<file path="src/rtl/sync_fifo_vr_pkg.sv">
// Shared constants and helpers for the sync_fifo_vr FIFO.
// The optional drop counter is enabled with `SYNC_FIFO_DROP_CNT_EN.
package sync_fifo_pkg;

  localparam int DEFAULT_DATA_W = 10;
  localparam int DEFAULT_DEPTH  = 64;
  localparam int DROP_CNT_W     = 16;

  function automatic int clog2(input int n);
    int r;
    r = 0;
    while ((1 << r) < n) r++;
    return r;
  endfunction

endpackage

</file>
<file path="src/rtl/sync_fifo_vr_if.sv">
// Valid/ready bus bundle between a producer/consumer and sync_fifo_vr.
// Carries drop_cnt only when `SYNC_FIFO_DROP_CNT_EN is defined.
interface sync_fifo_vr_if
  import sync_fifo_pkg::*;
#(
  parameter int DATA_W = DEFAULT_DATA_W,
  parameter int DEPTH  = DEFAULT_DEPTH
);

  localparam int AW = clog2(DEPTH);

  logic [DATA_W-1:0]     in_data;
  logic                  in_vld;
  logic                  in_rdy;
  logic [DATA_W-1:0]     out_data;
  logic                  out_vld;
  logic                  out_rdy;
  logic [AW:0]           level;
  logic                  afull;
  logic                  aempty;
  logic                  ovf;
  logic                  clr_ovf;
`ifdef SYNC_FIFO_DROP_CNT_EN
  logic [DROP_CNT_W-1:0] drop_cnt;
`endif

  modport master (
    output in_data, in_vld, out_rdy, clr_ovf,
    input  in_rdy, out_data, out_vld, level, afull, aempty, ovf
`ifdef SYNC_FIFO_DROP_CNT_EN
    , input drop_cnt
`endif
  );

  modport slave (
    input  in_data, in_vld, out_rdy, clr_ovf,
    output in_rdy, out_data, out_vld, level, afull, aempty, ovf
`ifdef SYNC_FIFO_DROP_CNT_EN
    , output drop_cnt
`endif
  );

endinterface

</file>
<file path="src/rtl/sync_fifo_vr_ram.sv">
// DEPTH x DATA_W storage for sync_fifo_vr: synchronous write, asynchronous read.
// Not reset; the top level masks the read data while the FIFO is empty.
module sfifo_ram
  import sync_fifo_pkg::*;
#(
  parameter int DATA_W = DEFAULT_DATA_W,
  parameter int DEPTH  = DEFAULT_DEPTH
) (
  input  logic                     clk,
  input  logic                     we,
  input  logic [clog2(DEPTH)-1:0]  waddr,
  input  logic [DATA_W-1:0]        wdata,
  input  logic [clog2(DEPTH)-1:0]  raddr,
  output logic [DATA_W-1:0]        rdata
);

  logic [DATA_W-1:0] mem [DEPTH];

  always_ff @(posedge clk) begin
    if (we) mem[waddr] <= wdata;
  end

  assign rdata = mem[raddr];

endmodule

</file>
<file path="src/rtl/sync_fifo_vr.sv">
// Single-clock valid/ready FIFO with level, almost-full/almost-empty flags and sticky overflow.
// Defining `SYNC_FIFO_DROP_CNT_EN adds a saturating 16-bit drop counter.
module sync_fifo_vr
  import sync_fifo_pkg::*;
#(
  parameter int DATA_W   = DEFAULT_DATA_W,
  parameter int DEPTH    = DEFAULT_DEPTH,
  parameter int AFULL_TH = 61,
  parameter int AEMPT_TH = 2
) (
  input logic           clk,
  input logic           rst,
  sync_fifo_vr_if.slave bus
);

  localparam int AW = clog2(DEPTH);
  localparam logic [AW:0] AFULL_LV = (AW+1)'(AFULL_TH);
  localparam logic [AW:0] AEMPT_LV = (AW+1)'(AEMPT_TH);
  localparam logic [AW:0] ONE      = (AW+1)'(1);

  logic [AW:0]       wr_ptr, rd_ptr, level_q, level_nxt;
  logic              full, empty, wr, rd, drop;
  logic              afull_q, aempty_q, ovf_q;
  logic [DATA_W-1:0] rdata;

  // Extra pointer MSB distinguishes full from empty when the low bits match.
  assign empty = (wr_ptr == rd_ptr);
  assign full  = (wr_ptr[AW] != rd_ptr[AW]) && (wr_ptr[AW-1:0] == rd_ptr[AW-1:0]);
  assign wr    = bus.in_vld && !full;
  assign rd    = bus.out_rdy && !empty;
  assign drop  = bus.in_vld && full;

  always_comb begin
    level_nxt = level_q;
    case ({wr, rd})
      2'b10:   level_nxt = level_q + ONE;
      2'b01:   level_nxt = level_q - ONE;
      default: level_nxt = level_q;
    endcase
  end

  always_ff @(posedge clk) begin
    if (rst) begin
      wr_ptr   <= '0;
      rd_ptr   <= '0;
      level_q  <= '0;
      afull_q  <= 1'b0;
      aempty_q <= 1'b1;
      ovf_q    <= 1'b0;
    end else begin
      wr_ptr   <= wr_ptr + {{AW{1'b0}}, wr};
      rd_ptr   <= rd_ptr + {{AW{1'b0}}, rd};
      level_q  <= level_nxt;
      afull_q  <= (level_nxt >= AFULL_LV);
      aempty_q <= (level_nxt <= AEMPT_LV);
      // A drop in the same cycle as a clear keeps the flag set.
      if (drop)              ovf_q <= 1'b1;
      else if (bus.clr_ovf)  ovf_q <= 1'b0;
    end
  end

  sfifo_ram #(
    .DATA_W (DATA_W),
    .DEPTH  (DEPTH)
  ) u_ram (
    .clk   (clk),
    .we    (wr && !rst),
    .waddr (wr_ptr[AW-1:0]),
    .wdata (bus.in_data),
    .raddr (rd_ptr[AW-1:0]),
    .rdata (rdata)
  );

  assign bus.in_rdy   = !full;
  assign bus.out_vld  = !empty;
  assign bus.out_data = empty ? '0 : rdata;
  assign bus.level    = level_q;
  assign bus.afull    = afull_q;
  assign bus.aempty   = aempty_q;
  assign bus.ovf      = ovf_q;

`ifdef SYNC_FIFO_DROP_CNT_EN
  logic [DROP_CNT_W-1:0] drop_cnt_q;

  // Clear and count in one cycle leaves the counter at one.
  always_ff @(posedge clk) begin
    if (rst) begin
      drop_cnt_q <= '0;
    end else if (drop) begin
      if (bus.clr_ovf)          drop_cnt_q <= DROP_CNT_W'(1);
      else if (&drop_cnt_q == 1'b0) drop_cnt_q <= drop_cnt_q + DROP_CNT_W'(1);
    end else if (bus.clr_ovf) begin
      drop_cnt_q <= '0;
    end
  end

  assign bus.drop_cnt = drop_cnt_q;
`endif

endmodule

</file>
<file path="src/flat_wrapper.sv">
// flat-port wrapper written by rule: the top's interface ports become plain ports
module sync_fifo_vr_flat import sync_fifo_pkg::*;
#(
  parameter int DATA_W   = DEFAULT_DATA_W,
  parameter int DEPTH    = DEFAULT_DEPTH,
  parameter int AFULL_TH = 61,
  parameter int AEMPT_TH = 2
)
  (clk, rst, bus_in_data, bus_in_vld, bus_out_rdy, bus_clr_ovf, bus_in_rdy, bus_out_data, bus_out_vld, bus_level, bus_afull, bus_aempty, bus_ovf);
  sync_fifo_vr_if #(.DATA_W(DATA_W), .DEPTH(DEPTH)) bus_i ();
  input logic clk;
  input logic rst;
  input wire logic [$bits(bus_i.in_data)-1:0] bus_in_data;
  input wire logic [$bits(bus_i.in_vld)-1:0] bus_in_vld;
  input wire logic [$bits(bus_i.out_rdy)-1:0] bus_out_rdy;
  input wire logic [$bits(bus_i.clr_ovf)-1:0] bus_clr_ovf;
  output wire logic [$bits(bus_i.in_rdy)-1:0] bus_in_rdy;
  output wire logic [$bits(bus_i.out_data)-1:0] bus_out_data;
  output wire logic [$bits(bus_i.out_vld)-1:0] bus_out_vld;
  output wire logic [$bits(bus_i.level)-1:0] bus_level;
  output wire logic [$bits(bus_i.afull)-1:0] bus_afull;
  output wire logic [$bits(bus_i.aempty)-1:0] bus_aempty;
  output wire logic [$bits(bus_i.ovf)-1:0] bus_ovf;
  assign bus_i.in_data = bus_in_data;
  assign bus_i.in_vld = bus_in_vld;
  assign bus_i.out_rdy = bus_out_rdy;
  assign bus_i.clr_ovf = bus_clr_ovf;
  assign bus_in_rdy = bus_i.in_rdy;
  assign bus_out_data = bus_i.out_data;
  assign bus_out_vld = bus_i.out_vld;
  assign bus_level = bus_i.level;
  assign bus_afull = bus_i.afull;
  assign bus_aempty = bus_i.aempty;
  assign bus_ovf = bus_i.ovf;
  sync_fifo_vr #(.DATA_W(DATA_W), .DEPTH(DEPTH), .AFULL_TH(AFULL_TH), .AEMPT_TH(AEMPT_TH)) u_core (.clk(clk), .rst(rst), .bus(bus_i));
endmodule
</file>
<file path="config.mk">
export PLATFORM = sky130hd
export DESIGN_NAME = sync_fifo_vr_flat
export DESIGN_NICKNAME = d
export VERILOG_FILES = /design/src/rtl/sync_fifo_vr_pkg.sv /design/src/rtl/sync_fifo_vr_if.sv /design/src/rtl/sync_fifo_vr_ram.sv /design/src/rtl/sync_fifo_vr.sv /design/src/flat_wrapper.sv
export SDC_FILE = /design/constraint.sdc
export NUM_CORES = 1
export LEC_CHECK = 0
export CAP_MARGIN = 25
export CORE_MARGIN = 2
export CORE_UTILIZATION = 25
export CTS_CLUSTER_SIZE = 12
export DETAILED_ROUTE_END_ITERATION = 12
export PLACE_DENSITY = 0.48
export SLEW_MARGIN = 20
export SYNTH_ARGS = -nofsm -noshare
export SYNTH_HDL_FRONTEND = slang
export SYNTH_SLANG_ARGS = --single-unit
export TNS_END_PERCENT = 10
</file>
<file path="constraint.sdc">
create_clock -name clk -period 5.05 [get_ports clk]
set_clock_uncertainty 0.1 [all_clocks]
set_input_delay 1.2625 -clock clk [delete_from_list [all_inputs] [get_ports clk]]
set_output_delay 1.2625 -clock clk [all_outputs]
set_load 0.01 [all_outputs]
</file>
# After elaboration in Yosys (flattened, before gate mapping)
# Memory sizes are Yosys's and may differ from the RTL's. A register that Yosys moved wholly into a read port is not among the register bits.
# Cells that the tools add are included.
[op_classes]
addsub = 4
mul = 0
div_mod_pow = 0
order_cmp = 2
n_eq_ne = 5
shift = 0
mux = 7
bitwise_logic = 0
n_reduce_logical = 9
[op_table]
columns = ["operator", "count"]
rows = [
  ["$add 7x1->7", 2],
  ["$pmux 7 s2", 1],
  ["$mux 10", 1],
  ["$add 7x1->7 const B", 1],
  ["$eq 7x7->1", 1],
  ["$ge 7x6->1 const B", 1],
  ["$le 7x2->1 const B", 1],
  ["$sub 7x1->7 const B", 1],
  ["$eq 6x6->1", 1],
  ["$mux 6", 1],
  ["$logic_and 1x1->1", 5],
  ["$mux 1", 4],
  ["$logic_not 1->1", 3],
  ["$eq 2x1->1 const B", 1],
  ["$eq 2x2->1 const B", 1],
  ["$reduce_bool 2->1", 1],
  ["$ne 1x1->1", 1],
]
[word_totals]
register_bits = 24
latchBits = 0
ram_bits = 640
romBits = 0
input_bits = 15
out_inout_bits = 22
elab_cells = 34
n_memories = 1
[memory_table]
columns = ["name", "depth", "width", "read_ports", "rd_clocked_by_memory_dff", "wr", "line", "rtl"]
rows = [
  ["u_core.u_ram.mem", 64, 10, 1, 1, 1, "sync_fifo_vr_ram.sv:17", "logic [DATA_W-1:0] mem [DEPTH];"],
]

# Depth between registers and ports, before layout
[logic_depth]
word_depth = 7
ltp_mapped = 17
ltp_nobuf = 15

# By module
# A second synthesis with hierarchy kept.
[hier_totals]
hier_cells = 1289
area_unflattened_um2 = 26432.9
[modules_own_cells]
columns = ["module", "instances", "cells_each", "area_each_um2", "seq_area_each_um2"]
rows = [
  ["sfifo_ram", 1, 1108, 24901.4, 19218.4],
  ["sync_fifo_vr", 1, 181, 1531.5, 480.5],
]

# Least setup slack after synthesis
# No wires, ideal clock.
[synth_path]
kind = "flip-flop to output port"
startpoint = "reg u_core.rd_ptr[0]"
endpoint = "out bus_out_data[0]"
t_arrival_ps = 2654
required_ps = 3688
setup_slack_ps = 1033
path_stages_with_launch = 7
n_path_buf = 2
path_cell_list = "dfxtp_1 -> buf_2 -> clkbuf_1 -> mux4_2 -> mux4_2 -> mux4_2 -> and2_1"
[synth_via]
elab_chain_len = 2
[synth_rtl]
columns = ["element", "line", "rtl"]
rows = [
  ["start, declared", "sync_fifo_vr.sv:21", "logic [AW:0] wr_ptr, rd_ptr, level_q, level_nxt;"],
  ["start signal, assigned", "sync_fifo_vr.sv:52", "rd_ptr <= rd_ptr + {{AW{1'b0}}, rd};"],
  ["$eq 7x7->1", "sync_fifo_vr.sv:27", "assign empty = (wr_ptr == rd_ptr);"],
  ["$mux 10", "sync_fifo_vr.sv:76", "assign bus.out_data = empty ? '0 : rdata;"],
  ["end, declared", "flat_wrapper.sv:18", "output wire logic [$bits(bus_i.out_data)-1:0] bus_out_data;"],
]
# No other way between the ends.

# Worst setup path after layout
[layout_path]
startpoint = "reg u_core.rd_ptr[0]"
endpoint = "out bus_out_data[5]"
# Same word-level chain as after synthesis.

==> impl_results.md <==
* Yosys warning total at 0
* Peak VDD IR at 0.000253 V
* R2r setup slk at 0.68 ns
* Hold Path End: u_core.wr_ptr[6]$_SDFF_PP0_
* Root buf cell: clkbuf_16
* Synth Net Count at 1,191
* Port Buffer Count at 36
* Clock sink count at 664
* Initial Utilization at 0.252
* Tightest Hold Check Type: flop to flop
* Post-synth EDFFs at 640
* GRT Util Overall at 0.126
* Drc violations at 0
* Mapped Cells at 1,171
* Cell repeated most along the worst path: mux4_2
* Drt pass-1 iters at 5
* Pin count of the biggest net entering global routing at 70
* Worst hold stages at 2
* Crit path arrival time at 3.60 ns
* Placed cell count at 2,621
* Sequential area share after synthesis at 0.756
* Post-Route WL at 67,100 µm
* Leak at 9.59 nW
* Setup ws final at 0.0894 ns
* Vias in the first global route at 13.1k
* Most used DFF post-synth: edfxtp_1
* Count of cell types in the netlist at 49
* Final Non-Filler Cells at 2,774
* Final period utilization at 0.982
* DR iter-0 viols at 1,260
* Detail Route Antenna Nets at 0
* Total core area at 0.103 mm²
* Ys async rst share at 0
* Worst path cell trace: buf_12, buf_16, buf_4, mux4_2, mux4_2, mux4_2, and2_1, dlygate4sd2_1
* Count of pins over their slew limit at 0
* Die height at 327 µm
* CP max stage delay at 0.58 ns
* Synth Register Bits at 664
* DR WL/cell at 24.2 µm
* Layout cells sized above 1 at 0.330
* Clock buffer count from CTS at 76
* Final Instance Area at 0.0314 mm²
* Clock Tree Buf Depth at 3
* Clk slew on worst S/H paths at 0.05 ns
* I/O pins at 37
* Layout area overhead at 20.6%
* FF-to-FF path depth at 15
* Overflow after GRT at 0
* Capturing point of the worst reg2reg path: u_core.bus.afull$_SDFF_PP0_
* Dpl ws at 0.362 ns
* Status: finished, final reports clean
* Cts hold-fix bufs at 0
* Worst-margin pin slew at 0.792 ns
* Top cell type's share of synthesized area at 0.738
* Hold path start: u_core.wr_ptr[6]$_SDFF_PP0_
* Die ar. at 0.107 mm²
* RSZ-0062 raised after global routing: false
* Startpoint Class: flop
* H-tree levels at 3
* PD cells at 423 mW/mm²
* Critical Path Slowest Stage Cell: mux4_2
* Critical path endpoint category: output port
* Most common cell in the netlist: edfxtp_1
* Largest cells by area after synthesis: edfxtp_1 74%, mux4_2 18%, dfxtp_1 1.8%, nor2_1 1.3%, clkbuf_1 0.45%
* RD Place Congestion at 0.754
* Most common library cells after synthesis: 640 x edfxtp_1, 210 x mux4_2, 90 x nor2_1
* CP Launch Point: u_core.rd_ptr[0]$_SDFF_PP0_
* Crit path required time at 3.69 ns
* First-pass GRT wire length at 96,900 µm
* Reg-to-reg startpoint: u_core.rd_ptr[0]$_SDFF_PP0_
* Final Hold Fails at 0
* Maxcap violations at 0
* Placed inst area at 0.0287 mm²
* Final setup viols at 0
* Via/cell ratio at 4.52
* CP Class: flop to output port
* Number of nets in the layout at 1,357
* Fin crit period at 4.96 ns
* Skew-Pair Late Insertion Delay at 0.60 ns
* Slew Limit Headroom at 0.472
* Detail Placement HPWL at 40,400 µm
* Crit path max fanout at 11
* Vias at 12.5k
* CTS tree: built
* Fmax at 202 MHz
* Syn avg cell area at 22.3 µm²
* Row Count at 118
* Die W at 327 µm
* Antenna violations before repair at 10
* Setup TNS Final at 0 ns
* Cell taking the most area after synthesis: edfxtp_1
* Mapped Area at 0.0261 mm²
==> worst max-delay path by stage <==
stage | slack [ns] | end | cells past startpoint
finish | 0.09 | bus_out_data[5] | 8
global route | 0.002 | bus_out_data[5] | 8
CTS | -0.13 | bus_out_data[6] | 8
detailed placement | 0.36 | bus_out_data[9] | 7
global placement | 0.39 | bus_out_data[1] | 7
floorplan | 1.03 | bus_out_data[0] | 6
==> kinds of logic (layout without fill, tap and decap cells) <==
group,count (synthesis),in the layout,synth area share
flops,664,664,0.756
mux,217,217,0.184
simple gates,166,166,0.0304
buf+inv,73,295,0.0120
compound gates,24,24,0.00739
xor+xnor,22,22,0.00739
fa+ha+maj,5,5,0.00240
other cells,0,1,0
==> timing repair <==
item | in CTS | in global routing
setup endpoints to repair | 10 | 2
setup buffers | 15 | 0
cloned | 3 | 0
gates resized for setup | 23 | 3
pin swaps | 1 | 1
==> metal layers <==
layer | global-route usage | part of all wire
met4 | 0.0365 | 0.022
met3 | 0.0246 | 0.057
met2 | 0.203 | 0.48
met5 | 0 | 0
met1 | 0.173 | 0.44
==> cells in the final DEF (no fill, tap or decap), drive strengths merged, types with 2 or more instances in the layout <==
master,netlist,routed
ha,5,5
nand4,3,3
inv,7,9
nor3,3,3
bufbuf,0,2
nand2,19,19
dlygate4sd2,0,7
or3b,2,2
and3,3,3
a21oi,8,8
and2,12,12
nor2b,10,10
dfxtp,24,24
or3,3,3
nor4,3,3
mux2i,4,4
o21ai,3,3
clkbuf,31,94
o22ai,2,2
clkdlybuf4s50,0,16
mux2,3,3
nand3b,3,3
xnor2,9,9
clkinv,1,32
clkinvlp,0,2
nand3,12,12
a221oi,2,2
mux4,210,210
buf,34,126
bufinv,0,5
xor2,13,13
nor2,90,90
edfxtp,640,640
==> report_power, final <==
group | total [W] | switching (W) | internal, W
clock | 0.00527 | 0.00217 | 0.00310
combinational | 0.00189 | 0.000912 | 0.000977
sequential | 0.00614 | 0.0000647 | 0.00607
total | 0.0133 | 0.00315 | 0.0101
==> metrics by stage <==
stage          total power, W   util  hold WS, ns
3_5_place_dp          0.00802  0.278        0.394
6_report               0.0133  0.304        0.396
2_1_floorplan         0.00732      -        0.370
3_3_place_gp          0.00800  0.277        0.390
4_1_cts                0.0135  0.304        0.402
5_1_grt                0.0138  0.304        0.440
==> sequential cells by signal (all words and copies together) (netlist names) <==
| name | count |
|---|---|
| u_core.rd_ptr | 7 |
| u_core.wr_ptr | 7 |
| u_core.bus.afull | 1 |
| u_core.bus.level | 7 |
| u_core.bus.ovf | 1 |
| u_core.u_ram.mem | 640 |
| u_core.bus.aempty | 1 |
==> worst max-delay path, delay by kind of cell (launching register included) <==
kind,cells,cell delay [ns]
muxes,3,1.57
buffers and inverters,4,0.75
DFF,1,0.41
and+or+nand+nor,1,0.24
==> layout make-up <==
cell class                 count  area [µm²]
tap                         1380        1730
clock inverter                40         354
sequential                   664       19700
antenna                        1        2.50
inverter                       8        30.0
timing repair buffer         153        1530
multi-input combinational    434        6050
clock buffer                  94        2020
fill                        9882       72100
Note: power is estimated with default switching activity, not from simulation.
